==> src/rtl/common_dl_sched_pkg.sv <==
// Shared helpers and default sizing for the round-robin scheduled delay line.
// Tagged word layout is {id, data}, with the ID in the upper bits.
package common_dl_sched_pkg;

  localparam int unsigned NB_DATA_DEF   = 8;
  localparam int unsigned N_REQ_DEF     = 4;
  localparam int unsigned DELAY_DEF     = 10;
  localparam int unsigned MAX_OUTST_DEF = 4;

  function automatic int unsigned clog2(input int unsigned value);
    int unsigned res;
    res = 0;
    while ((64'd1 << res) < 64'(value)) res++;
    return res;
  endfunction

  function automatic int unsigned nb_id(input int unsigned n_req);
    return (n_req <= 2) ? 1 : clog2(n_req);
  endfunction

  function automatic int unsigned nb_outst(input int unsigned max_outst);
    return clog2(max_outst + 1);
  endfunction

endpackage

==> src/rtl/common_rr_arbiter.sv <==
// Round-robin arbiter: first eligible index at or above the pointer, with wrap.
// The pointer moves past the winner on a grant and holds otherwise.
module common_rr_arbiter
  import common_dl_sched_pkg::*;
#(
  parameter int unsigned N_REQ = N_REQ_DEF,
  localparam int unsigned NB_ID = nb_id(N_REQ)
) (
  input  logic             i_clock,
  input  logic             i_reset_n,
  input  logic [N_REQ-1:0] i_eligible,
  output logic [N_REQ-1:0] o_grant,
  output logic [NB_ID-1:0] o_grant_idx,
  output logic             o_any_grant
);

  logic [NB_ID-1:0] r_ptr;
  logic [NB_ID-1:0] w_ptr_next;
  logic [N_REQ-1:0] w_grant;
  logic [NB_ID-1:0] w_idx;
  logic             w_found;

  always_comb begin
    int unsigned cand;
    cand    = 0;
    w_grant = '0;
    w_idx   = '0;
    w_found = 1'b0;
    for (int unsigned i = 0; i < N_REQ; i++) begin
      cand = (32'(r_ptr) + i) % N_REQ;
      if (!w_found && i_eligible[cand]) begin
        w_grant[cand] = 1'b1;
        w_idx         = NB_ID'(cand);
        w_found       = 1'b1;
      end
    end
  end

  always_comb begin
    w_ptr_next = r_ptr;
    if (w_found) begin
      w_ptr_next = (w_idx == NB_ID'(N_REQ - 1)) ? '0 : w_idx + 1'b1;
    end
  end

  always_ff @(posedge i_clock or negedge i_reset_n) begin
    if (!i_reset_n) begin
      r_ptr <= '0;
    end else begin
      r_ptr <= w_ptr_next;
    end
  end

  assign o_grant     = w_grant;
  assign o_grant_idx = w_idx;
  assign o_any_grant = w_found;

endmodule

==> src/rtl/common_delay_line_rr_sched.sv <==
// Fixed-latency delay line shared by N_REQ requesters via round-robin, with per-requester
// in-flight caps. Optional synchronous flush port enabled by COMMON_DL_SCHED_FLUSH_EN.
module common_delay_line_rr_sched
  import common_dl_sched_pkg::*;
#(
  parameter int unsigned NB_DATA   = NB_DATA_DEF,
  parameter int unsigned N_REQ     = N_REQ_DEF,
  parameter int unsigned DELAY     = DELAY_DEF,
  parameter int unsigned MAX_OUTST = MAX_OUTST_DEF,
  localparam int unsigned NB_ID    = nb_id(N_REQ),
  localparam int unsigned NB_OUTST = nb_outst(MAX_OUTST)
) (
  input  logic                     i_clock,
  input  logic                     i_reset_n,
`ifdef COMMON_DL_SCHED_FLUSH_EN
  input  logic                     i_flush,
`endif
  input  logic [N_REQ-1:0]         i_req_valid,
  input  logic [N_REQ*NB_DATA-1:0] i_req_data,
  output logic [N_REQ-1:0]         o_req_grant,
  output logic [NB_DATA-1:0]       o_data_out,
  output logic [NB_ID-1:0]         o_id,
  output logic                     o_valid,
  output logic                     o_busy
);

  typedef struct packed {
    logic [NB_ID-1:0]   id;
    logic [NB_DATA-1:0] data;
  } word_t;

  logic [DELAY-1:0]    r_vld;
  word_t               r_word  [DELAY];
  logic [NB_OUTST-1:0] r_outst [N_REQ];

  logic                w_flush;
  logic [N_REQ-1:0]    w_eligible;
  logic [N_REQ-1:0]    w_retire;
  logic [N_REQ-1:0]    w_grant;
  logic [NB_ID-1:0]    w_grant_idx;
  logic                w_any_grant;

`ifdef COMMON_DL_SCHED_FLUSH_EN
  assign w_flush = i_flush;
`else
  assign w_flush = 1'b0;
`endif

  // A word retiring this cycle frees its slot in the same cycle, so a capped requester
  // can be re-granted without a bubble. Reset gates eligibility so grants drop at once.
  always_comb begin
    w_retire   = '0;
    w_eligible = '0;
    for (int unsigned k = 0; k < N_REQ; k++) begin
      w_retire[k]   = r_vld[DELAY-1] && (r_word[DELAY-1].id == NB_ID'(k));
      w_eligible[k] = i_req_valid[k] && i_reset_n && !w_flush &&
                      ((r_outst[k] != NB_OUTST'(MAX_OUTST)) || w_retire[k]);
    end
  end

  common_rr_arbiter #(
    .N_REQ (N_REQ)
  ) u_arb (
    .i_clock     (i_clock),
    .i_reset_n   (i_reset_n),
    .i_eligible  (w_eligible),
    .o_grant     (w_grant),
    .o_grant_idx (w_grant_idx),
    .o_any_grant (w_any_grant)
  );

  always_ff @(posedge i_clock or negedge i_reset_n) begin
    if (!i_reset_n) begin
      r_vld <= '0;
      for (int unsigned i = 0; i < DELAY; i++) r_word[i] <= '0;
    end else begin
      r_vld[0] <= w_any_grant && !w_flush;
      if (w_any_grant) begin
        r_word[0] <= '{id: w_grant_idx, data: i_req_data[w_grant_idx*NB_DATA +: NB_DATA]};
      end
      for (int unsigned i = 1; i < DELAY; i++) begin
        r_vld[i] <= r_vld[i-1] && !w_flush;
        if (r_vld[i-1]) r_word[i] <= r_word[i-1];
      end
    end
  end

  always_ff @(posedge i_clock or negedge i_reset_n) begin
    if (!i_reset_n) begin
      for (int unsigned k = 0; k < N_REQ; k++) r_outst[k] <= '0;
    end else begin
      for (int unsigned k = 0; k < N_REQ; k++) begin
        if (w_flush) begin
          r_outst[k] <= '0;
        end else if (w_grant[k] && !w_retire[k]) begin
          r_outst[k] <= r_outst[k] + 1'b1;
        end else if (w_retire[k] && !w_grant[k]) begin
          r_outst[k] <= r_outst[k] - 1'b1;
        end
      end
    end
  end

  assign o_req_grant = w_grant;
  assign o_valid     = r_vld[DELAY-1];
  assign o_id        = r_word[DELAY-1].id;
  assign o_data_out  = r_word[DELAY-1].data;
  assign o_busy      = |r_vld;

endmodule

==> config.mk <==
export PLATFORM = sky130hd
export DESIGN_NAME = common_delay_line_rr_sched
export DESIGN_NICKNAME = d
export VERILOG_FILES = /design/src/rtl/common_dl_sched_pkg.sv /design/src/rtl/common_rr_arbiter.sv /design/src/rtl/common_delay_line_rr_sched.sv
export SDC_FILE = /design/constraint.sdc
export NUM_CORES = 1
export LEC_CHECK = 0
export CAP_MARGIN = 5
export CELL_PAD_IN_SITES_DETAIL_PLACEMENT = 0
export CELL_PAD_IN_SITES_GLOBAL_PLACEMENT = 1
export CORE_ASPECT_RATIO = 0.75
export CORE_MARGIN = 3
export CORE_UTILIZATION = 40
export CTS_CLUSTER_SIZE = 14
export DETAILED_ROUTE_END_ITERATION = 10
export PLACE_DENSITY_LB_ADDON = 0.15
export RECOVER_POWER = 50
export SLEW_MARGIN = 20
export SYNTH_ARGS = -nofsm -noshare
export SYNTH_HDL_FRONTEND = slang
export SYNTH_SLANG_ARGS = --single-unit
==> constraint.sdc <==
create_clock -name i_clock -period 3.6 [get_ports i_clock]
set_input_delay 0.72 -clock i_clock [delete_from_list [all_inputs] [get_ports i_clock]]
set_output_delay 0.72 -clock i_clock [all_outputs]
set_load 0.05 [all_outputs]
# --- Word-level counts from Yosys, hierarchy flattened ---
# Cells that the tools add are included.
word_totals:
  reg_bits: 124
  in_bits: 38
  output_inout_bits: 16
op_classes:
  add_sub_neg: 12
  magnitude_cmp: 8
  eq_ne: 8
  shift: 1
  mux: 37
  bitwise: 3
  n_reduce_logical: 48
ops:
  columns: ["operator", "n"]
  rows:
  - ["32-bit by 6-bit variable part select with 8-bit output", 1]
  - ["1-bit logical AND", 27]
  - ["3-bit two-way mux", 8]
  - ["4-bit two-way mux", 4]
  - ["3-bit by 1-bit adder with 3-bit output (second input constant)", 4]
  - ["2-bit by 3-bit less-than comparator with 1-bit output (second input constant)", 4]
  - ["1-bit two-way mux", 12]
  - ["3-bit inequality test (second input constant)", 4]
  - ["4-bit bitwise OR", 3]
  - ["3-bit by 1-bit subtractor with 3-bit output (second input constant)", 4]
  - ["1-bit zero test", 11]
  - ["2-bit two-way mux", 5]
  - ["10-bit OR reduction", 1]
  - ["1-bit binary-select mux with 2-bit select", 4]
  - ["1-bit demux with 2-bit select", 4]
  - ["2-bit by 1-bit greater-or-equal comparator with 1-bit output (second input constant)", 4]
  - ["2-bit nonzero test", 4]
  - ["2-bit equality test (second input constant)", 3]
  - ["2-bit by 1-bit adder with 2-bit output (second input constant)", 2]
  - ["2-bit adder (second input constant)", 2]
  - ["1-bit logical OR", 4]
  - ["2-bit by 1-bit equality test with 1-bit output (second input constant)", 1]
  - ["2-bit zero test", 1]

# --- Longest topological paths before layout ---
depth:
  word_depth: 20
  ltp_mapped: 16

# --- Hierarchy ---
# Synthesis repeated with hierarchy kept, for this count alone.
hier_totals:
  hier_cells: 385
  area_unflattened_um2: 5512.8
modules_own_cells:
  columns: ["module", "n_inst", "cells_per_inst", "area_per_inst_um2", "seq_area_each_um2"]
  rows:
  - ["common_delay_line_rr_sched", 1, 332, 4988.5, 3052.9]
  - ["common_rr_arbiter", 1, 53, 524.3, 50.0]

# --- Worst setup path after synthesis ---
# No wires, ideal clock.
synth_timing:
  path_type: "register -> register"
  start: "register r_vld[9]"
  end: "register r_outst[4] (netlist bit)"
  setup_ns: 0.125
  arrival_time_ns: 3.458
  required_time_ns: 3.475
  setup_slack_ns: 0.017
  path_stages_with_launch: 12
  n_path_buf: 1
  synth_period_minus_slack_ns: 3.583
  path_cell_list: "dfrtp_1 > nor3b_4 > o211ai_2 > a21o_4 > mux2i_2 > clkbuf_1 > nor2_1 > a221o_1 > ha_1 > inv_1 > fa_1 > mux2_2"
synth_via:
  elab_chain_len: 18
  elab_cells_between_ends: 42
synth_rtl:
  columns: ["item", "line_no", "rtl"]
  rows:
  - ["from (decl)", "common_delay_line_rr_sched.sv:32", "logic [DELAY-1:0] r_vld;"]
  - ["from (signal, indexed assignment)", "common_delay_line_rr_sched.sv:82", "r_vld[i] <= r_vld[i-1] && !w_flush;"]
  - ["1-bit logical AND", "common_delay_line_rr_sched.sv:55", "w_retire[k] = r_vld[DELAY-1] && (r_word[DELAY-1].id == NB_ID'(k));"]
  - ["1-bit logical OR", "common_delay_line_rr_sched.sv:57", "((r_outst[k] != NB_OUTST'(MAX_OUTST)) || w_retire[k]);"]
  - ["1-bit logical AND", "common_delay_line_rr_sched.sv:56", "w_eligible[k] = i_req_valid[k] && i_reset_n && !w_flush &&"]
  - ["1-bit binary-select mux with 2-bit select", "common_rr_arbiter.sv:31", "if (!w_found && i_eligible[cand]) begin"]
  - ["1-bit two-way mux (not written as such)", "common_rr_arbiter.sv:31", null]
  - ["1-bit two-way mux", "common_rr_arbiter.sv:31", null]
  - ["1-bit zero test", "common_rr_arbiter.sv:31", null]
  - ["1-bit logical AND", "common_rr_arbiter.sv:31", null]
  - ["[... 3 more ...]", null, null]
  - ["1-bit two-way mux", "common_rr_arbiter.sv:31", null]
  - ["1-bit zero test", "common_rr_arbiter.sv:31", null]
  - ["1-bit logical AND", "common_rr_arbiter.sv:31", null]
  - ["4-bit two-way mux (*)", "common_rr_arbiter.sv:31", null]
  - ["net o_req_grant[2]", "common_delay_line_rr_sched.sv:20", "output logic [N_REQ-1:0] o_req_grant,"]
  - ["1-bit zero test", "common_delay_line_rr_sched.sv:97", "end else if (w_retire[k] && !w_grant[k]) begin"]
  - ["1-bit logical AND", "common_delay_line_rr_sched.sv:97", null]
  - ["2-bit nonzero test (no source line)", null, null]
  - ["to (signal, indexed assignment)", "common_delay_line_rr_sched.sv:96", "r_outst[k] <= r_outst[k] + 1'b1;"]
  - ["to (signal, indexed assignment)", "common_delay_line_rr_sched.sv:98", "r_outst[k] <= r_outst[k] - 1'b1;"]
  - ["to (decl)", "common_delay_line_rr_sched.sv:34", "logic [NB_OUTST-1:0] r_outst [N_REQ];"]
# The timed path passes the listed nets; every way through them passes the cells marked *. The select of a mux whose other input is x is not followed.
# A chain may end at the register's enable or synchronous reset.

# --- Worst setup path in the final report ---
layout_timing:
  start: "input i_req_valid[3]"
  end: "output o_req_grant[3]"
layout_via:
  elab_chain_len: 14
  elab_cells_between_ends: 26
layout_rtl:
  columns: ["item", "line_no", "rtl"]
  rows:
  - ["from (decl)", "common_delay_line_rr_sched.sv:18", "input logic [N_REQ-1:0] i_req_valid,"]
  - ["1-bit logical AND (*) (2 in series)", "common_delay_line_rr_sched.sv:56", null]
  - ["1-bit binary-select mux with 2-bit select", "common_rr_arbiter.sv:31", null]
  - ["1-bit two-way mux (not written as such)", "common_rr_arbiter.sv:31", null]
  - ["1-bit two-way mux", "common_rr_arbiter.sv:31", null]
  - ["1-bit zero test", "common_rr_arbiter.sv:31", null]
  - ["1-bit logical AND", "common_rr_arbiter.sv:31", null]
  - ["1-bit two-way mux", "common_rr_arbiter.sv:31", null]
  - ["1-bit zero test", "common_rr_arbiter.sv:31", null]
  - ["1-bit logical AND", "common_rr_arbiter.sv:31", null]
  - ["1-bit two-way mux", "common_rr_arbiter.sv:31", null]
  - ["1-bit zero test", "common_rr_arbiter.sv:31", null]
  - ["1-bit logical AND", "common_rr_arbiter.sv:31", null]
  - ["4-bit two-way mux (*)", "common_rr_arbiter.sv:31", null]
  - ["to (decl)", "common_delay_line_rr_sched.sv:20", null]
# Every way passes the cells marked *; elsewhere a longest branch is shown, timed or not. The select of a mux whose other input is x is not followed.

==> implementation parameters <==
Parameter                              Value

Status
  Outcome    complete, no violations

Clock network
  TritonCTS clock tree    yes
  # hold bufs at CTS    0
  Master cell of the clock root buffer    sky130_fd_sc_hd__clkbuf_16
  Worst-path clk slew    50 ps
  Clock Sinks    roughly 120
  Clock buffer depth    2
  Insertion delay of the later-clocked pin in the worst-skew pair    approximately 410 ps
  Number of H-tree levels    4
  Clock buffers created by TritonCTS    17

Power
  IR Drop Worst-Case VDD    ~0.00041 V
  Power after layout    7690 µW
  Power Internal    ~5000 µW
  Switching part of the total    roughly a third
  Power density relative to cell area    approximately 1100 nW/µm²
  Combinational Power Share    between 40 and 50%
  Switching power    around 2700 µW
  Sequential power share    34.5%
  Part of the total power dissipated in the clock network    22.1%
  Reported leakage power    around 0.003 µW

Final layout
  Area Growth Syn to Fin    24.8%
  Proportion of layout cells with a drive suffix above 1    34.1%
  Antenna fix cells    0
  Commonest cells after routing, fill and taps aside    sky130_fd_sc_hd__dfrtp_1, sky130_fd_sc_hd__mux2_2, sky130_fd_sc_hd__clkdlybuf4s50_1, sky130_fd_sc_hd__buf_4, sky130_fd_sc_hd__nand2_1
  Total number of nets in the final design    approximately 550
  FILL cells    ~1200
  Area of all placed cells without fillers    6980 µm²
  Most frequent standard cell in the layout excluding fill and tap cells    sky130_fd_sc_hd__dfrtp_1

GRT
  Pin count of the biggest net entering global routing    between 60 and 70
  Met3 track utilization from global routing    5.04%
  Routing usage on met2    around 22%
  Global routing's busiest layer    met1
  Vias in the first global route    between 3000 and 4000
  Global Route Usage Sum    between 10% and 20%
  Antenna violations before repair    0
  Met1 Use GR    22.7%
  Grt total ovfl    0
  Wire length of the first global-routing pass    approximately 19000 µm

Synthesis
  Distinct cells, synth    47
  Async set or reset register ratio after synthesis    100%
  Register bit count reported by yosys    roughly 120
  Prevailing post-synth register cell    sky130_fd_sc_hd__dfrtp_1
  Fraction of the yosys area taken by sequential cells    between 50% and 60%
  Post-synthesis instance total    420
  EDFF count, synth    0
  Synth Net Count    473
  Post-synthesis instance area    about 5600 µm²
  Avg Synthesized Cell Area    about 13 µm²
  Total number of yosys warnings    0

Routing
  Pre-Repair DR Iteration Count    4
  Number of remaining DRC errors    0
  Number of nets with antenna violations after detailed routing    0
  Total Routed Length    around 11000 µm
  Total vias in the final route    approximately 3400
  Detailed-route wire length per cell    about 16 µm
  Via/cell ratio    5.06
  Violation count after the first detailed-route iteration    150

Min path
  Min-Delay Startpoint    r_outst[11]
  Type of the tightest min-delay check    reg -> reg
  Hold Path Cell Cnt    1
  WHS Endpoint    r_outst[11]

Setup path
  Startpoint type of the worst setup path    input pin
  Endpoint of the worst register-to-register path    r_outst[4]
  Biggest cell delay along the critical path    ~480 ps
  Data required time at the worst endpoint    between 2000 and 3000 ps
  Class of the most critical setup path    in -> out
  Buffers and inverters on the worst path    3
  Worst r2r src    r_outst[6]
  Endpoint class of the critical path    primary output
  Cell mode on critical path    sky130_fd_sc_hd__buf_4
  Ordered cell list for the critical path    clkdlybuf4s50_1, nand2b_1, a21oi_1, a31oi_4, o22a_2, and2_2, nand2_1, o21ai_0, a221o_1, buf_4, buf_4
  Arr. time, crit path    roughly 2800 ps
  Worst Reg-to-Reg Cells    13
  Slowest stage cell on the critical path    sky130_fd_sc_hd__clkdlybuf4s50_1
  Critical path launch point    i_req_valid[3]
  Maximum net fanout on the critical path    5
  CP top delay family    compound AO/OA/AOI/OAI gates
  Register-to-register setup slack    between 300 and 400 ps

Die
  Initial core utilization    42.0%
  Cell row count    36
  IO Count    54
  Area of the die    15500 µm²
  Y dimension of the die    around 110 µm
  Die width    143 µm
  Core Footprint    ~13000 µm²

STA
  RSZ-0062 raised after global routing    false
  Worst-case clock skew    between 5 and 6 ps
  Max-Slew Margin vs Limit    5.02%
  Setup Viol. Count Final    0
  Worst setup slack after layout    between 100 and 150 ps
  Maximum achievable frequency    between 0.2 and 0.3 GHz
  Slew at the pin closest to its max-slew limit    between 1000 and 1500 ps
  Post-route worst hold slack    approximately 460 ps
  Number of failing hold endpoints at the final stage    0
  Final max-slew violation count    0
  Final worst path period need    3480 ps
  Post-route fraction of the period consumed by the critical path    96.6%

Place
  Post-DP HPWL    approximately 7600 µm
  Number of I/O port buffers    53
  Placed Instance Area    approximately 6400 µm²
  Final Wtd Congestion    roughly 0.8
  Setup slack at placement    -21.9 ps

Job
  Count of maximum capacitance violations    0
==> registers in the layout (all words and copies together) (netlist names) <==
| register | cells |
|---|---|
| o_data_out | 8 |
| o_id | 2 |
| r_word | 90 |
| r_outst | 12 |
| u_arb.r_ptr | 2 |
| r_vld | 10 |
==> stage by stage <==
step	TNS (ps)	util [%]	instances
after floorplan	0	-	420
after global placement	0	47.7	642
after detailed placement	-35.2	47.7	642
after CTS	0	52.2	673
after global routing	0	52.4	675
final	0	52.4	675
==> per-layer routing <==
layer	up-vias	routed length, µm
met2	50	4660
met1	1712	5650
li1	1642	-
met4	0	138
met3	14	406
met5	-	0
==> Yosys cell counts (2+ instances only) <==
cell	instances	area, µm²
sky130_fd_sc_hd__dfrtp_1	124	3100
sky130_fd_sc_hd__mux2_2	94	1060
sky130_fd_sc_hd__nand2_1	25	93.8
sky130_fd_sc_hd__clkbuf_1	15	56.3
sky130_fd_sc_hd__nor2_1	14	52.6
sky130_fd_sc_hd__inv_1	12	45.0
sky130_fd_sc_hd__buf_4	11	82.6
sky130_fd_sc_hd__ha_1	11	138
sky130_fd_sc_hd__o21ai_0	9	45.0
sky130_fd_sc_hd__a221o_1	8	80.1
sky130_fd_sc_hd__a31oi_1	8	50.1
sky130_fd_sc_hd__nand4_1	8	50.1
sky130_fd_sc_hd__xor2_1	8	70.1
sky130_fd_sc_hd__a21oi_1	7	35.0
sky130_fd_sc_hd__nor3b_1	5	37.5
sky130_fd_sc_hd__o21a_1	5	37.5
sky130_fd_sc_hd__a41oi_1	4	35.0
sky130_fd_sc_hd__fa_1	4	80.1
sky130_fd_sc_hd__mux2_4	4	60.1
sky130_fd_sc_hd__nand3_1	4	20.0
sky130_fd_sc_hd__o21ai_1	4	20.0
sky130_fd_sc_hd__xnor2_1	4	35.0
sky130_fd_sc_hd__and2_1	2	12.5
sky130_fd_sc_hd__mux2i_1	2	20.0
sky130_fd_sc_hd__nor3_1	2	10.0
sky130_fd_sc_hd__nor4_1	2	12.5
sky130_fd_sc_hd__o211ai_2	2	25.0
sky130_fd_sc_hd__o31ai_1	2	15.0
sky130_fd_sc_hd__or3b_4	2	22.5
==> cells by family after synthesis <==
group	Yosys count	share of synthesized area, %
AOI/OAI and AO/OA	58	7.96
xor gates and xnor gates	12	1.88
adders and majority gates	15	3.89
buffers and inverters	40	3.58
DFF	124	55.5
muxes	101	20.6
and+or+nand+nor	70	6.62
==> worst register-to-register path, cell delays in order (launching register included) <==
cell	delay (ps)
sky130_fd_sc_hd__dfrtp_1	420
sky130_fd_sc_hd__or3b_4	450
sky130_fd_sc_hd__o211ai_2	190
sky130_fd_sc_hd__a21o_4	170
sky130_fd_sc_hd__mux2i_1	90
sky130_fd_sc_hd__and2_2	250
sky130_fd_sc_hd__nand2_1	70
sky130_fd_sc_hd__o21ai_0	70
sky130_fd_sc_hd__a221o_1	300
sky130_fd_sc_hd__buf_4	160
sky130_fd_sc_hd__ha_1	180
sky130_fd_sc_hd__inv_1	70
sky130_fd_sc_hd__fa_1	410
sky130_fd_sc_hd__mux2_2	270
==> area by class of cell <==
class	instances	area, µm²	area share, %
sequential	124	3100	44.5
multi-input combinational	256	2320	33.2
timing repair buffer	81	709	10.2
clock buffer	23	478	6.84
tap	171	214	3.06
clock inverter	8	115	1.65
inverter	12	45.0	0.645
==> how the worst max path moves through the flow <==
stage / slack, ps / to / depth (start not counted)
global placement: 70 / r_outst[5] / 14
finish: 120 / o_req_grant[3] / 11
CTS: 20 / o_req_grant[2] / 11
global route: 8 / o_req_grant[1] / 10
detailed placement: -20 / r_outst[4] / 13
floorplan: 20 / r_outst[4] / 11
==> power groups by stage <==
stage | Combinational [µW] | Sequential [µW] | Clock (µW)
floorplan | 2620 | 2480 | 0
finish | 3340 | 2650 | 1700
global route | 3650 | 2770 | 1810
detailed placement | 3330 | 2680 | 0
global placement | 3260 | 2660 | 0
CTS | 3360 | 2670 | 1740
==> timing repair <==
item	4_1_cts	5_1_grt
gates resized for setup	0	8
buffers inserted	0	2
endpoints found under the setup margin	0	4
Note: power is estimated with default switching activity, not from simulation.
==> RTL change: new RTL, config.mk and constraints unchanged <==
The package constant `MAX_OUTST_DEF` goes from 4 to 5.
--- a/src/rtl/common_dl_sched_pkg.sv
+++ b/src/rtl/common_dl_sched_pkg.sv
@@ -5,7 +5,7 @@
   localparam int unsigned NB_DATA_DEF   = 8;
   localparam int unsigned N_REQ_DEF     = 4;
   localparam int unsigned DELAY_DEF     = 10;
-  localparam int unsigned MAX_OUTST_DEF = 4;
+  localparam int unsigned MAX_OUTST_DEF = 5;
 
   function automatic int unsigned clog2(input int unsigned value);
     int unsigned res;
Function: no difference found for any inputs over 4 cycles, from zero or initial values and one cycle with i_reset_n low; that may be too few to reach the edited logic, so the function may still have changed.
==> RTL change against the unedited design <==
Non-clock buffer count decreased by 6. Sequential cell count unchanged. Largest power group unchanged. Sequential power shrank 5%. Wire length rose by 4.4%. The run now ends with capacitance limit, slew limit left. Cell area is 3.5% higher. Power shrank 6.1%. Sequential share of layout area shrank 1.5 points. Area after synthesis increased by 3.2%. Worst setup slack got worse by 16 ps. Combinational power down 12%. Global-route usage decreased by 0.37 points.
==> RTL change: results <==
metrics = {
    "power": {
        "vdd_drop_max_v": 0.0003787,
        "leakagePower_nw": 3.148,
        "pwr-share-seq_pct": 35.0,
        "switching_power_w": 0.002475,
        "p_seq_w": 0.00253,
    },
    "timing": {
        "slew_viol_final": 31,
        "slew_headroom_pct": -10.22,
    },
    "final_layout": {
        "fin_util_pct": 51.86,
        "multi_input_area_share_pct": 34.59,
        "layout.nets": 559,
        "layout-drive-gt1-share_pct": 31.91,
        "multiInputCombCellCount": 272,
        "clock_buffers": 19,
        "register_area_um2": 3103,
        "n_all_buffers": 75,
        "nFillCells": 1204,
        "buffer_area_share_pct": 9.938,
    },
    "run_status": {
        "status": "finished with violations",
        "violations": "capacitance limit, slew limit",
    },
    "global_route": {
        "grt_usage_pct": 15.11,
        "grt_pass1_vias": 3670,
        "grtUsageMet2_pct": 21.94,
        "grt_util_met1_pct": 22.20,
    },
    "placed_design": {
        "placed_cells": 681,
        "place_ws_ps": -36.36,
        "gp_congestion": 0.8946,
        "dp_hpwl_um": 8079,
    },
    "detailed_routing": {
        "routed-via-count": 3606,
        "drt-initial-drc-count": 214,
        "drt_first_pass_iters": 7,
        "wl_met1_um": 5678,
        "routed_via_density": 5.065,
        "wl_met2_um": 5041,
    },
    "setup_path": {
        "path_delay_family": "buffers and inverters",
        "path_max_fanout": 4,
        "slowest_delay_ps": 440,
    },
    "synth": {
        "synthTopCellsByArea": "dfrtp_1 (54%), mux2_2 (19%), ha_1 (2.6%)",
        "ys_seq_area_share_pct": 53.75,
        "syn_inst": 438,
        "synth_top_area_share_pct": 53.75,
        "synthTopCellsByCount": "dfrtp_1 (124), mux2_2 (95), nand2_1 (23)",
    },
    "job": {
        "drv_cap": 1,
    },
    "die": {
        "coreArea_um2": 13930,
    },
}
RTL change: kinds of logic (layout without fill, tap and decap cells):
kind of cell               Yosys count  after routing  share of synthesized area [%]
AOI/OAI and AO/OA                   55             55                          8.106
muxes                              112            112                          21.82
and+or+nand+nor                     76             76                          6.914
DFF                                124            124                          53.75
xor gates and xnor gates            13             13                          1.972
adders and majority gates           16             16                          3.988
buffers and inverters               42            121                          3.446
RTL change: path summary, 6_finish.rpt:
| kind | start | to | slack (ps) | cells after the start |
|---|---|---|---|---|
| min reg2reg | r_outst[2] | r_outst[2] | 460 | 1 |
| min in group i_clock | r_outst[2] | r_outst[2] | 460 | 1 |
| max in group asynchronous | i_reset_n | async pin | 1090 | 3 |
| max | i_req_valid[1] | o_req_grant[1] | 110 | 9 |
| max reg2reg | flip-flop | r_word[95] | 380 | 10 |
| min | i_reset_n | r_outst[11] | 160 | 1 |
